<file path="src/rtl/clkmeas_pkg.sv">
// Shared constants for the clock-measurement block: FSM state encodings.
package clkmeas_pkg;

    localparam int unsigned ST_W = 2;

    localparam logic [ST_W-1:0] ST_IDLE    = 2'd0;
    localparam logic [ST_W-1:0] ST_MEASURE = 2'd1;
    localparam logic [ST_W-1:0] ST_TIMEOUT = 2'd2;

endpackage

</file>
<file path="src/rtl/sig_sync.sv">
// Two-flop synchroniser bringing an asynchronous level into the clk_i domain.
module sig_sync (
    input  logic clk_i,
    input  logic reset,
    input  logic d,
    output logic q
);

    logic s1;

    always_ff @(posedge clk_i) begin
        if (reset) begin
            s1 <= 1'b0;
            q  <= 1'b0;
        end else begin
            s1 <= d;
            q  <= s1;
        end
    end

endmodule

</file>
<file path="src/rtl/clkmeas.sv">
// Measures the half-period of sig_i in clk_i cycles, reporting it as a clkgen maxval,
// with lock detection between consecutive measurements and a no-edge timeout.
module clkmeas
    import clkmeas_pkg::*;
#(
    parameter int unsigned N   = 8,
    parameter int unsigned TOL = 0
) (
    input  logic         clk_i,
    input  logic         reset,
    input  logic         sig_i,
    output logic [N-1:0] period_o,
    output logic         valid_o,
    output logic         locked_o,
    output logic         timeout_o
);

    localparam int unsigned    CW       = N + 1;
    localparam logic [CW-1:0]  CNT_SAT  = {1'b1, {N{1'b0}}};
    localparam logic [CW-1:0]  CNT_LAST = {1'b0, {N{1'b1}}};
    localparam logic [CW-1:0]  TOL_W    = CW'(TOL);

    logic            s2;
    logic            s3;
    logic            sig_edge;
    logic [ST_W-1:0] state;
    logic [ST_W-1:0] state_nxt;
    logic [CW-1:0]   cnt;
    logic [CW-1:0]   cnt_nxt;
    logic [N-1:0]    period_nxt;
    logic            valid_nxt;
    logic            locked_nxt;
    logic            timeout_nxt;
    logic            prev_valid;
    logic            prev_valid_nxt;
    logic [CW-1:0]   meas_w;
    logic [CW-1:0]   prev_w;
    logic [CW-1:0]   diff;

    sig_sync u_sync (
        .clk_i (clk_i),
        .reset (reset),
        .d     (sig_i),
        .q     (s2)
    );

    assign sig_edge = s2 ^ s3;

    // Widened compare so the absolute difference never wraps.
    assign meas_w = {1'b0, cnt[N-1:0]};
    assign prev_w = {1'b0, period_o};
    assign diff   = (meas_w >= prev_w) ? (meas_w - prev_w) : (prev_w - meas_w);

    always_ff @(posedge clk_i) begin
        if (reset) begin
            state      <= ST_IDLE;
            s3         <= 1'b0;
            cnt        <= '0;
            period_o   <= '0;
            valid_o    <= 1'b0;
            locked_o   <= 1'b0;
            timeout_o  <= 1'b0;
            prev_valid <= 1'b0;
        end else begin
            state      <= state_nxt;
            s3         <= s2;
            cnt        <= cnt_nxt;
            period_o   <= period_nxt;
            valid_o    <= valid_nxt;
            locked_o   <= locked_nxt;
            timeout_o  <= timeout_nxt;
            prev_valid <= prev_valid_nxt;
        end
    end

    always_comb begin
        state_nxt      = state;
        period_nxt     = period_o;
        valid_nxt      = 1'b0;
        locked_nxt     = locked_o;
        timeout_nxt    = timeout_o;
        prev_valid_nxt = prev_valid;

        if (sig_edge) begin
            cnt_nxt = '0;
        end else if (cnt != CNT_SAT) begin
            cnt_nxt = cnt + CW'(1);
        end else begin
            cnt_nxt = cnt;
        end

        case (state)
            ST_IDLE: begin
                if (sig_edge) begin
                    state_nxt      = ST_MEASURE;
                    prev_valid_nxt = 1'b0;
                end
            end
            // An edge on the saturating cycle wins over the timeout.
            ST_MEASURE: begin
                if (sig_edge) begin
                    period_nxt     = cnt[N-1:0];
                    valid_nxt      = 1'b1;
                    locked_nxt     = prev_valid && (diff <= TOL_W);
                    prev_valid_nxt = 1'b1;
                end else if (cnt == CNT_LAST) begin
                    state_nxt      = ST_TIMEOUT;
                    timeout_nxt    = 1'b1;
                    locked_nxt     = 1'b0;
                    prev_valid_nxt = 1'b0;
                end
            end
            ST_TIMEOUT: begin
                if (sig_edge) begin
                    state_nxt   = ST_MEASURE;
                    timeout_nxt = 1'b0;
                end
            end
            default: begin
                state_nxt = ST_IDLE;
            end
        endcase
    end

endmodule
</file>
<file path="config.mk">
export PLATFORM = sky130hd
export DESIGN_NAME = clkmeas
export DESIGN_NICKNAME = d
export VERILOG_FILES = /design/src/rtl/clkmeas_pkg.sv /design/src/rtl/sig_sync.sv /design/src/rtl/clkmeas.sv
export SDC_FILE = /design/constraint.sdc
export NUM_CORES = 1
export LEC_CHECK = 0
export ABC_AREA = 1
export CELL_PAD_IN_SITES_DETAIL_PLACEMENT = 1
export CELL_PAD_IN_SITES_GLOBAL_PLACEMENT = 1
export CORE_UTILIZATION = 37
export CTS_CLUSTER_DIAMETER = 120
export DETAILED_ROUTE_END_ITERATION = 7
export PLACE_DENSITY_LB_ADDON = 0.1
export RECOVER_POWER = 100
export SLEW_MARGIN = 40
export SYNTH_ARGS = -nofsm -noshare
export SYNTH_HDL_FRONTEND = slang
export SYNTH_SLANG_ARGS = --single-unit
</file>
<file path="constraint.sdc">
create_clock -name clk_i -period 1.6 [get_ports clk_i]
set_clock_uncertainty 0.05 [all_clocks]
set_input_delay 0.32 -clock clk_i [delete_from_list [all_inputs] [get_ports clk_i]]
set_output_delay 0.32 -clock clk_i [all_outputs]
set_load 0.01 [all_outputs]
</file>
==> impl_metrics.yaml, run 1 <==
die:
  rows: 25
  num_io_pins: 14
  dieHeight_um: 72.8
  dieArea_um2: 5310
  initial_core_util_pct: 38.8
  core-area_um2: 4790
  die_w_um: 72.8
critical_path:
  cp_cell_sequence: "buf_6 -> ha_4 -> nand2_4 -> nor2_4 -> nand3_2 -> nor3_2 -> ha_2 -> inv_2 -> nand3_2 -> o211ai_1 -> nand2_1 -> a21oi_2"
  r2r_start: "cnt[0]"
  reg2reg_depth: 12
  critPathMaxFanout: 5
  crit_arrival_ps: 1890
  regToRegSetupSlack_ps: -170
  cpMaxStageDelayCell: "dfxtp_4"
  slowest_delay_ps: 400
  crit_type: "reg2reg"
  cp.buffers_inverters: 2
  crit_top_cell: "nand3_2"
  critPathLaunchType: "flip-flop"
  r2r_end: "prev_valid"
  worstPathRequired_ps: 1720
  end_kind: "flip-flop"
  path_delay_family: "simple AND/OR/NAND/NOR gates"
timing:
  fin_crit_ps: 1770
  hold_ws_ps: 364
  finalCritPeriodShare_pct: 111
  setup_tns_ps: -412
  worst_slew_pin_slew_ps: 270
  max_freq_mhz: 565
  layout_setup_ws_ps: -170
  setup_viol: 7
  slew_viol_final: 0
  hold_violations: 0
  rsz0062_at_grt: "yes"
  slew_headroom_pct: 82.0
status:
  run_status: "finished with violations"
  violations: "setup timing"
route:
  firstDrtPassIters: 5
  viasPerCell: 4.96
  antenna_left: 0
  wl_um: 6890
  vias: 2132
  drc: 0
  dr.first_iter.drc_count: 48
  routedWlPerCell_um: 16.0
pwr:
  p_per_area_nw_per_um2: 635
  comb_power_share_pct: 35.0
  p_int_mw: 1.21
  power_mw: 1.83
  clockPowerShare_pct: 27.4
  net-switching-power_uw: 626
  ir_worst_vdd_mv: 0.532
  p_sw_share_pct: 34.2
  leakage_nw: 1.40
  seq_power_share_pct: 37.5
clock_network:
  clk_pin_slew_ps: 100
  clockBufferDepth: 2
  clockRootBuffer: "clkbuf_8"
  clk_latency_ps: 280
  cts_tree: "yes"
  cts_buffers: 3
  htreeDepth: 1
  cts_sinks: 26
synthesis:
  synth-main-ff-cell: "dfxtp_1"
  synthTopCellsByArea: "dfxtp_1, nand2_1, ha_1"
  yosys_warnings: 0
  synth_top_area_share_pct: 28.0
  syn_area_um2: 1860
  async_reset_ff_share_pct: 0
  synth_edf_count: 0
  synth_fp_nets: 317
  synth-seq-cells: 26
  yosysSeqAreaShare_pct: 28.0
  avgSynthCellArea_um2: 6.29
  postSynthCellCount: 295
  yosysTopAreaCell: "dfxtp_1"
  yosys.cell_types.count: 25
placed_design:
  hpwl_um: 4780
  place_area_um2: 2560
  place_ws_ps: -176
  place_inst: 420
  gp_congestion: 0.844
  portBuffers: 13
global_route:
  grt_max_degree: 16
  grt.total_usage_pct: 24.8
  grt_pass1_wl_um: 10200
  antenna_found_initial: 0
  grt_pass1_vias: 2200
  overflow: 0
cells_and_area:
  fin_util_pct: 60.3
  area_delta_synth_final_pct: 55.5
  nets: 386
  diodes: 0
  final_cell_area_um2: 2890
  layout.cells.non_filler: 430
  drive_gt1_share_pct: 40.5
hold_path:
  hp-start: "u_sync.s1"
  whs_path_depth: 2
  hp-class: "reg2reg"
  min_to: "u_sync.q"
run:
  drv_cap: 0
layout by cell type (no fill, tap or decap), drive strengths merged, types with 6 or more instances in the layout:
cell type / synthesis / final
nand2: 83 / 83
a21oi: 29 / 29
nor2: 25 / 25
inv: 57 / 57
dlygate4sd2: 0 / 6
o21ai: 13 / 13
dfxtp: 26 / 26
ha: 19 / 19
nand3: 23 / 23
buf: 1 / 54
synthesized netlist by cell type, types with 2 or more instances:
master     n
nor3_1     4
nand4_1    3
nand3_1   23
o21ai_0   13
nand2_1   80
dfxtp_1   26
a21oi_2    2
a21oi_1   27
nor2_1    24
ha_1      19
inv_1     57
clkbuf_1   2
nand2_2    3
worst register-to-register path, cell delays in order, from the launching register on:
cell      delay (ps)
dfxtp_4          400
buf_6            110
ha_4             140
nand2_4           50
nor2_4           100
nand3_2          110
nor3_2           120
ha_2             230
inv_2             60
nand3_2           60
o211ai_1          90
nand2_1          100
a21oi_2           50
logic make-up after synthesis:
family,synth area share (%)
adders and majority gates,12.8
and+or+nand+nor,32.5
xor gates and xnor gates,0.944
DFF,28.0
buffers and inverters,12.3
AOI/OAI and AO/OA,13.4
power by group through the flow:
stage / clock network (mW) / logic, mW / registers (mW)
CTS: 0.500 / 0.589 / 0.687
floorplan: 0 / 0.360 / 0.701
detailed placement: 0 / 0.542 / 0.702
finish: 0.503 / 0.642 / 0.688
global placement: 0 / 0.528 / 0.701
global route: 0.529 / 0.717 / 0.691
worst max path at each step:
| stage | from | to | slack, ps | cells after the start |
|---|---|---|---|---|
| after floorplan | cnt[1] | prev_valid | -0.4 | 11 |
| after global placement | period_o[6] | locked_o | -130 | 12 |
| after detailed placement | period_o[6] | locked_o | -180 | 12 |
| after CTS | period_o[6] | locked_o | -130 | 12 |
| after global routing | period_o[2] | locked_o | -270 | 12 |
| final | cnt[0] | prev_valid | -170 | 12 |
routing by layer:
layer	vias up	track usage (%)	wire, µm
li1	1066	-	-
met1	1029	31.5	3120
met2	28	45.9	3570
met3	9	1.80	88
met4	0	5.01	111
met5	-	0	0
cell type report:
class,count,area [µm²]
timing repair buffer,67,546
clock buffer,4,66.3
inverter,57,216
fill,627,1900
tap,67,83.8
multi-input combinational,209,1430
sequential,26,549
sequential cells by signal, summed over array words and instances, names as in the netlist:
register	flops
locked_o	1
period_o	8
prev_valid	1
cnt	9
u_sync.q	1
state	2
timeout_o	1
s3	1
u_sync.s1	1
valid_o	1
what timing repair did:
item	CTS	global route
cloned	0	0
pin swaps	20	17
hold buffers	0	0
endpoints found under the setup margin	15	13
buffers inserted	4	4
resized for setup	43	36
Note: power is estimated with default switching activity, not from simulation.
==> inputs of run 2 (changes only) <==
--- a/config.mk
+++ b/config.mk
@@ -8,6 +8,7 @@
 export ABC_AREA = 1
 export CELL_PAD_IN_SITES_DETAIL_PLACEMENT = 1
 export CELL_PAD_IN_SITES_GLOBAL_PLACEMENT = 1
+export CORE_MARGIN = 4
 export CORE_UTILIZATION = 37
 export CTS_CLUSTER_DIAMETER = 120
 export DETAILED_ROUTE_END_ITERATION = 7
==> impl_metrics.yaml, run 2 (synthesis gave the netlist of run 1 again) <==
status:
  run_status: "finished with violations"
  violations: "setup timing"
die:
  initial_core_util_pct: 38.8
  dieHeight_um: 78.8
  rows: 25
  dieArea_um2: 6220
  core-area_um2: 4790
  die_w_um: 78.8
  num_io_pins: 14
route:
  viasPerCell: 5.13
  routedWlPerCell_um: 19.0
  drc: 0
  dr.first_iter.drc_count: 136
  firstDrtPassIters: 4
  wl_um: 8190
  antenna_left: 0
  vias: 2211
global_route:
  overflow: 0
  grt_pass1_vias: 2288
  antenna_found_initial: 0
  grt_pass1_wl_um: 11000
  grt_max_degree: 16
  grt.total_usage_pct: 22.2
timing:
  hold_violations: 0
  layout_setup_ws_ps: -287
  rsz0062_at_grt: "yes"
  setup_viol: 10
  max_freq_mhz: 530
  fin_crit_ps: 1890
  worst_slew_pin_slew_ps: 379
  slew_headroom_pct: 74.6
  finalCritPeriodShare_pct: 118
  slew_viol_final: 0
critical_path:
  crit_top_cell: "nand2_1"
  cpMaxStageDelayCell: "dfxtp_2"
  worstPathRequired_ps: 1780
  crit_type: "reg2reg"
  critPathLaunchType: "flip-flop"
  critPathMaxFanout: 2
  slowest_delay_ps: 340
  crit_arrival_ps: 2060
  cp_cell_sequence: "buf_4 -> buf_4 -> ha_1 -> inv_1 -> nand2_1 -> a21oi_2 -> nand2_1 -> nand2_1 -> nand2_1 -> nor2_1 -> nand3_1 -> nand2_1 -> nand2_1 -> a21oi_2"
  end_kind: "flip-flop"
pwr:
  power_mw: 1.88
  p_per_area_nw_per_um2: 650
  leakage_nw: 1.43
  ir_worst_vdd_mv: 0.406
placed_design:
  gp_congestion: 0.819
  hpwl_um: 4990
  place_inst: 418
  portBuffers: 13
clock_network:
  clk_pin_slew_ps: 100
  clockRootBuffer: "clkbuf_8"
  clk_latency_ps: 290
  cts_tree: "yes"
  cts_buffers: 3
  htreeDepth: 1
  cts_sinks: 26
  clockBufferDepth: 2
cells_and_area:
  area_delta_synth_final_pct: 56.2
  drive_gt1_share_pct: 40.1
  reg_top3: "cnt: 9 flops, period_o: 8 flops, state: 2 flops"
  seqCellArea_um2: 549
  multi_input_area_um2: 1410
  diodes: 0
  fillerInstances: 603
  layout_common_cells: "nand2_1, buf_4, inv_1"
  top_register: "cnt"
  layout.cells.non_filler: 431
  fin_util_pct: 60.6
  layout_commonest_cell: "nand2_1"
  largest_reg_flops: 9
  nets: 387
hold_path:
  hp-class: "reg2reg"
run:
  drv_cap: 0
run 2: cell types whose count changed in the layout (fill, tap and decap cells not counted), moves of 2 or more:
cell / before / now
dlymetal6s2s_1: 1 / 3
buf_6: 4 / 6
nand3_1: 14 / 16
inv_4: 1 / 3
inv_2: 10 / 7
o21ai_2: 1 / 3
nand3_2: 9 / 7
run 2: routing by layer:
metal | track usage [%] | share of wire, % | vias up
met5 | 0 | 0 | -
met1 | 28.2 | 41 | 1073
met4 | 5.67 | 2.9 | 0
met3 | 1.70 | 2.4 | 21
met2 | 40.3 | 53 | 50
li1 | - | - | 1067
run 2: worst paths after layout:
path              cells past startpoint         from        to  slack, ps
setup reg to reg                     14  period_o[6]  locked_o       -290
hold / removal                        2    u_sync.s1  u_sync.q        390
setup / recovery                     14  period_o[6]  locked_o       -290
hold reg to reg                       2    u_sync.s1  u_sync.q        390
run 2: cell type report:
type / count / share of cell area (%)
multi-input combinational: 209 / 48.7
timing repair buffer: 68 / 19.5
sequential: 26 / 18.9
inverter: 57 / 7.64
tap: 67 / 2.89
clock buffer: 4 / 2.29
run 2: power breakdown:
group / switching (mW) / internal (mW) / leakage, nW / total [mW]
Combinational: 0.398 / 0.282 / 1.18 / 0.680
Clock: 0.242 / 0.273 / 0.0339 / 0.515
Sequential: 0.0255 / 0.664 / 0.219 / 0.689
run 2: repair_timing:
action,CTS,global route
pin swaps,12,27
hold buffers,0,0
resized for setup,29,52
buffers inserted,2,7
endpoints found under the setup margin,11,11
run 2: stage by stage:
step | worst slack, ps | hold WS [ps] | setup TNS [ps] | instance area [µm²]
final | -287 | 387 | -1060 | 2900
after global placement | -133 | 340 | -235 | 2550
after floorplan | -0.350 | 338 | -0.350 | 2000
after CTS | -146 | 369 | -157 | 2690
after detailed placement | -199 | 352 | -424 | 2550
after global routing | -398 | 401 | -2400 | 2900
run 2: worst max-delay path, delay by kind of cell, from the launching register on:
family	cells	cell delay (ps)
DFF	1	340
buffers and inverters	3	340
and+or+nand+nor	8	570
adders and majority gates	1	240
AOI/OAI and AO/OA	2	280
==> inputs of run 3 (changes only) <==
--- a/config.mk
+++ b/config.mk
@@ -9,9 +9,10 @@
 export CELL_PAD_IN_SITES_DETAIL_PLACEMENT = 1
 export CELL_PAD_IN_SITES_GLOBAL_PLACEMENT = 1
 export CORE_MARGIN = 4
-export CORE_UTILIZATION = 37
+export CORE_UTILIZATION = 40
 export CTS_CLUSTER_DIAMETER = 120
 export DETAILED_ROUTE_END_ITERATION = 7
+export DONT_BUFFER_PORTS = 1
 export PLACE_DENSITY_LB_ADDON = 0.1
 export RECOVER_POWER = 100
 export SLEW_MARGIN = 40
==> impl_metrics.yaml, run 3 (synthesis gave the netlist of run 1 again) <==
cells_and_area:
  layout.cells.non_filler: 402
  layout_common_cells: "nand2_1, buf_4, inv_1"
  area_delta_synth_final_pct: 50.8
  layout_commonest_cell: "nand2_1"
  nets: 373
  drive_gt1_share_pct: 44.6
  largest_reg_flops: 9
  reg_top3: "cnt: 9 flops, period_o: 8 flops, state: 2 flops"
  fin_util_pct: 63.4
  top_register: "cnt"
  diodes: 0
die:
  dieArea_um2: 5800
  dieHeight_um: 76.1
  core-area_um2: 4410
  die_w_um: 76.1
  num_io_pins: 14
  rows: 24
  initial_core_util_pct: 42.1
placed_design:
  portBuffers: 0
  hpwl_um: 4830
  place_inst: 392
  gp_congestion: 0.846
route:
  firstDrtPassIters: 4
  dr.first_iter.drc_count: 83
  drc: 0
  routedWlPerCell_um: 19.7
  vias: 2196
  wl_um: 7930
  antenna_left: 0
  viasPerCell: 5.46
pwr:
  leakage_nw: 1.32
  p_per_area_nw_per_um2: 674
  power_mw: 1.89
  ir_worst_vdd_mv: 0.988
timing:
  hold_violations: 0
  finalCritPeriodShare_pct: 118
  worst_slew_pin_slew_ps: 346
  hold_ws_ps: 51.8
  slew_viol_final: 0
  max_freq_mhz: 531
  rsz0062_at_grt: "yes"
  setup_viol: 8
  slew_headroom_pct: 76.8
  fin_crit_ps: 1880
  layout_setup_ws_ps: -285
global_route:
  overflow: 0
  grt_pass1_vias: 2196
  grt.total_usage_pct: 22.0
  grt_max_degree: 21
  grt_pass1_wl_um: 10500
  antenna_found_initial: 0
status:
  run_status: "finished with violations"
  violations: "setup timing"
clock_network:
  clockRootBuffer: "clkbuf_8"
  clk_latency_ps: 270
  clockBufferDepth: 2
  cts_sinks: 26
  clk_pin_slew_ps: 100
  cts_buffers: 3
  cts_tree: "yes"
  htreeDepth: 1
critical_path:
  cp_cell_sequence: "inv_2 -> ha_4 -> nand2_1 -> nand2_1 -> a21oi_2 -> nand2_2 -> nand2_2 -> nand2_1 -> nor2_1 -> nand3_1 -> nand2_2 -> nand2_2 -> a21oi_2"
  crit_top_cell: "nand2_2"
  worstPathRequired_ps: 1760
  critPathLaunchType: "flip-flop"
  end_kind: "flip-flop"
  r2r_start: "period_o[2]"
  crit_arrival_ps: 2050
  cpMaxStageDelayCell: "dfxtp_2"
  slowest_delay_ps: 370
  worstSetupStartpoint: "period_o[2]"
  critPathMaxFanout: 7
  crit_type: "reg2reg"
hold_path:
  hp-start: "reset"
  hp-class: "in2reg"
run:
  drv_cap: 0
-- run 3: cell types whose count changed in the layout (fill, tap and decap cells not counted), moves of 2 or more --
cell,change
inv_4,-2
inv_2,+6
nand2_2,+4
dlygate4sd2_1,-6
o21ai_2,-2
clkdlybuf4s50_1,-3
nor2_2,-3
inv_1,-4
nand2_4,+5
nand2_1,-9
nor2_4,+3
dlymetal6s2s_1,-3
-- run 3: final timing paths --
| path | slack, ps | endpoint | cells after the start |
|---|---|---|---|
| worst min-delay path | 50 | locked_o | 1 |
| worst max-delay path | -280 | locked_o | 13 |
| worst max register to register | -280 | locked_o | 13 |
| worst min register to register | 380 | u_sync.q | 2 |
-- run 3: final cells by class --
cell class,instances,area [µm²]
well taps,52,65.1
clock buffers,4,66.3
fillers,553,1610
flip-flops and latches,26,547
multi-input cells,209,1470
inverters,57,216
repair buffers,54,437
-- run 3: metal layers --
layer  part of all wire [%]  up-vias  track usage, %
met3                    2.5       30            2.25
li1                       -     1037               -
met5                      0        -               0
met2                     54       66            43.3
met4                    3.3        0            4.90
met1                     40     1063            25.0
-- run 3: power by group --
group	internal, mW	leakage (nW)	switching (mW)
sequential	0.666	0.219	0.0255
combinational	0.284	1.07	0.417
clock	0.272	0.0339	0.222
-- run 3: repair_timing --
action	in CTS	in global routing
endpoints found under the hold margin	0	0
pin swaps	13	30
gates resized for setup	35	51
setup endpoints to repair	5	10
hold buffers	0	0
buffers inserted	1	5
-- run 3: critical path, delay by kind of cell (launching register included) --
family | cells | cell delay (ps)
flip-flops | 1 | 370
adder cells (fa/ha/maj) | 1 | 270
AND/OR/NAND/NOR | 9 | 790
buffers and inverters | 1 | 60
AO/OA/AOI/OAI | 2 | 300
-- run 3: metrics by stage --
| step | worst slack [ps] | TNS (ps) | cell area [µm²] |
|---|---|---|---|
| finish | -285 | -857 | 2800 |
| global route | -396 | -2150 | 2800 |
| CTS | -192 | -239 | 2600 |
| detailed placement | -251 | -492 | 2420 |
| global placement | -160 | -304 | 2420 |
| floorplan | -0.350 | -0.350 | 2000 |
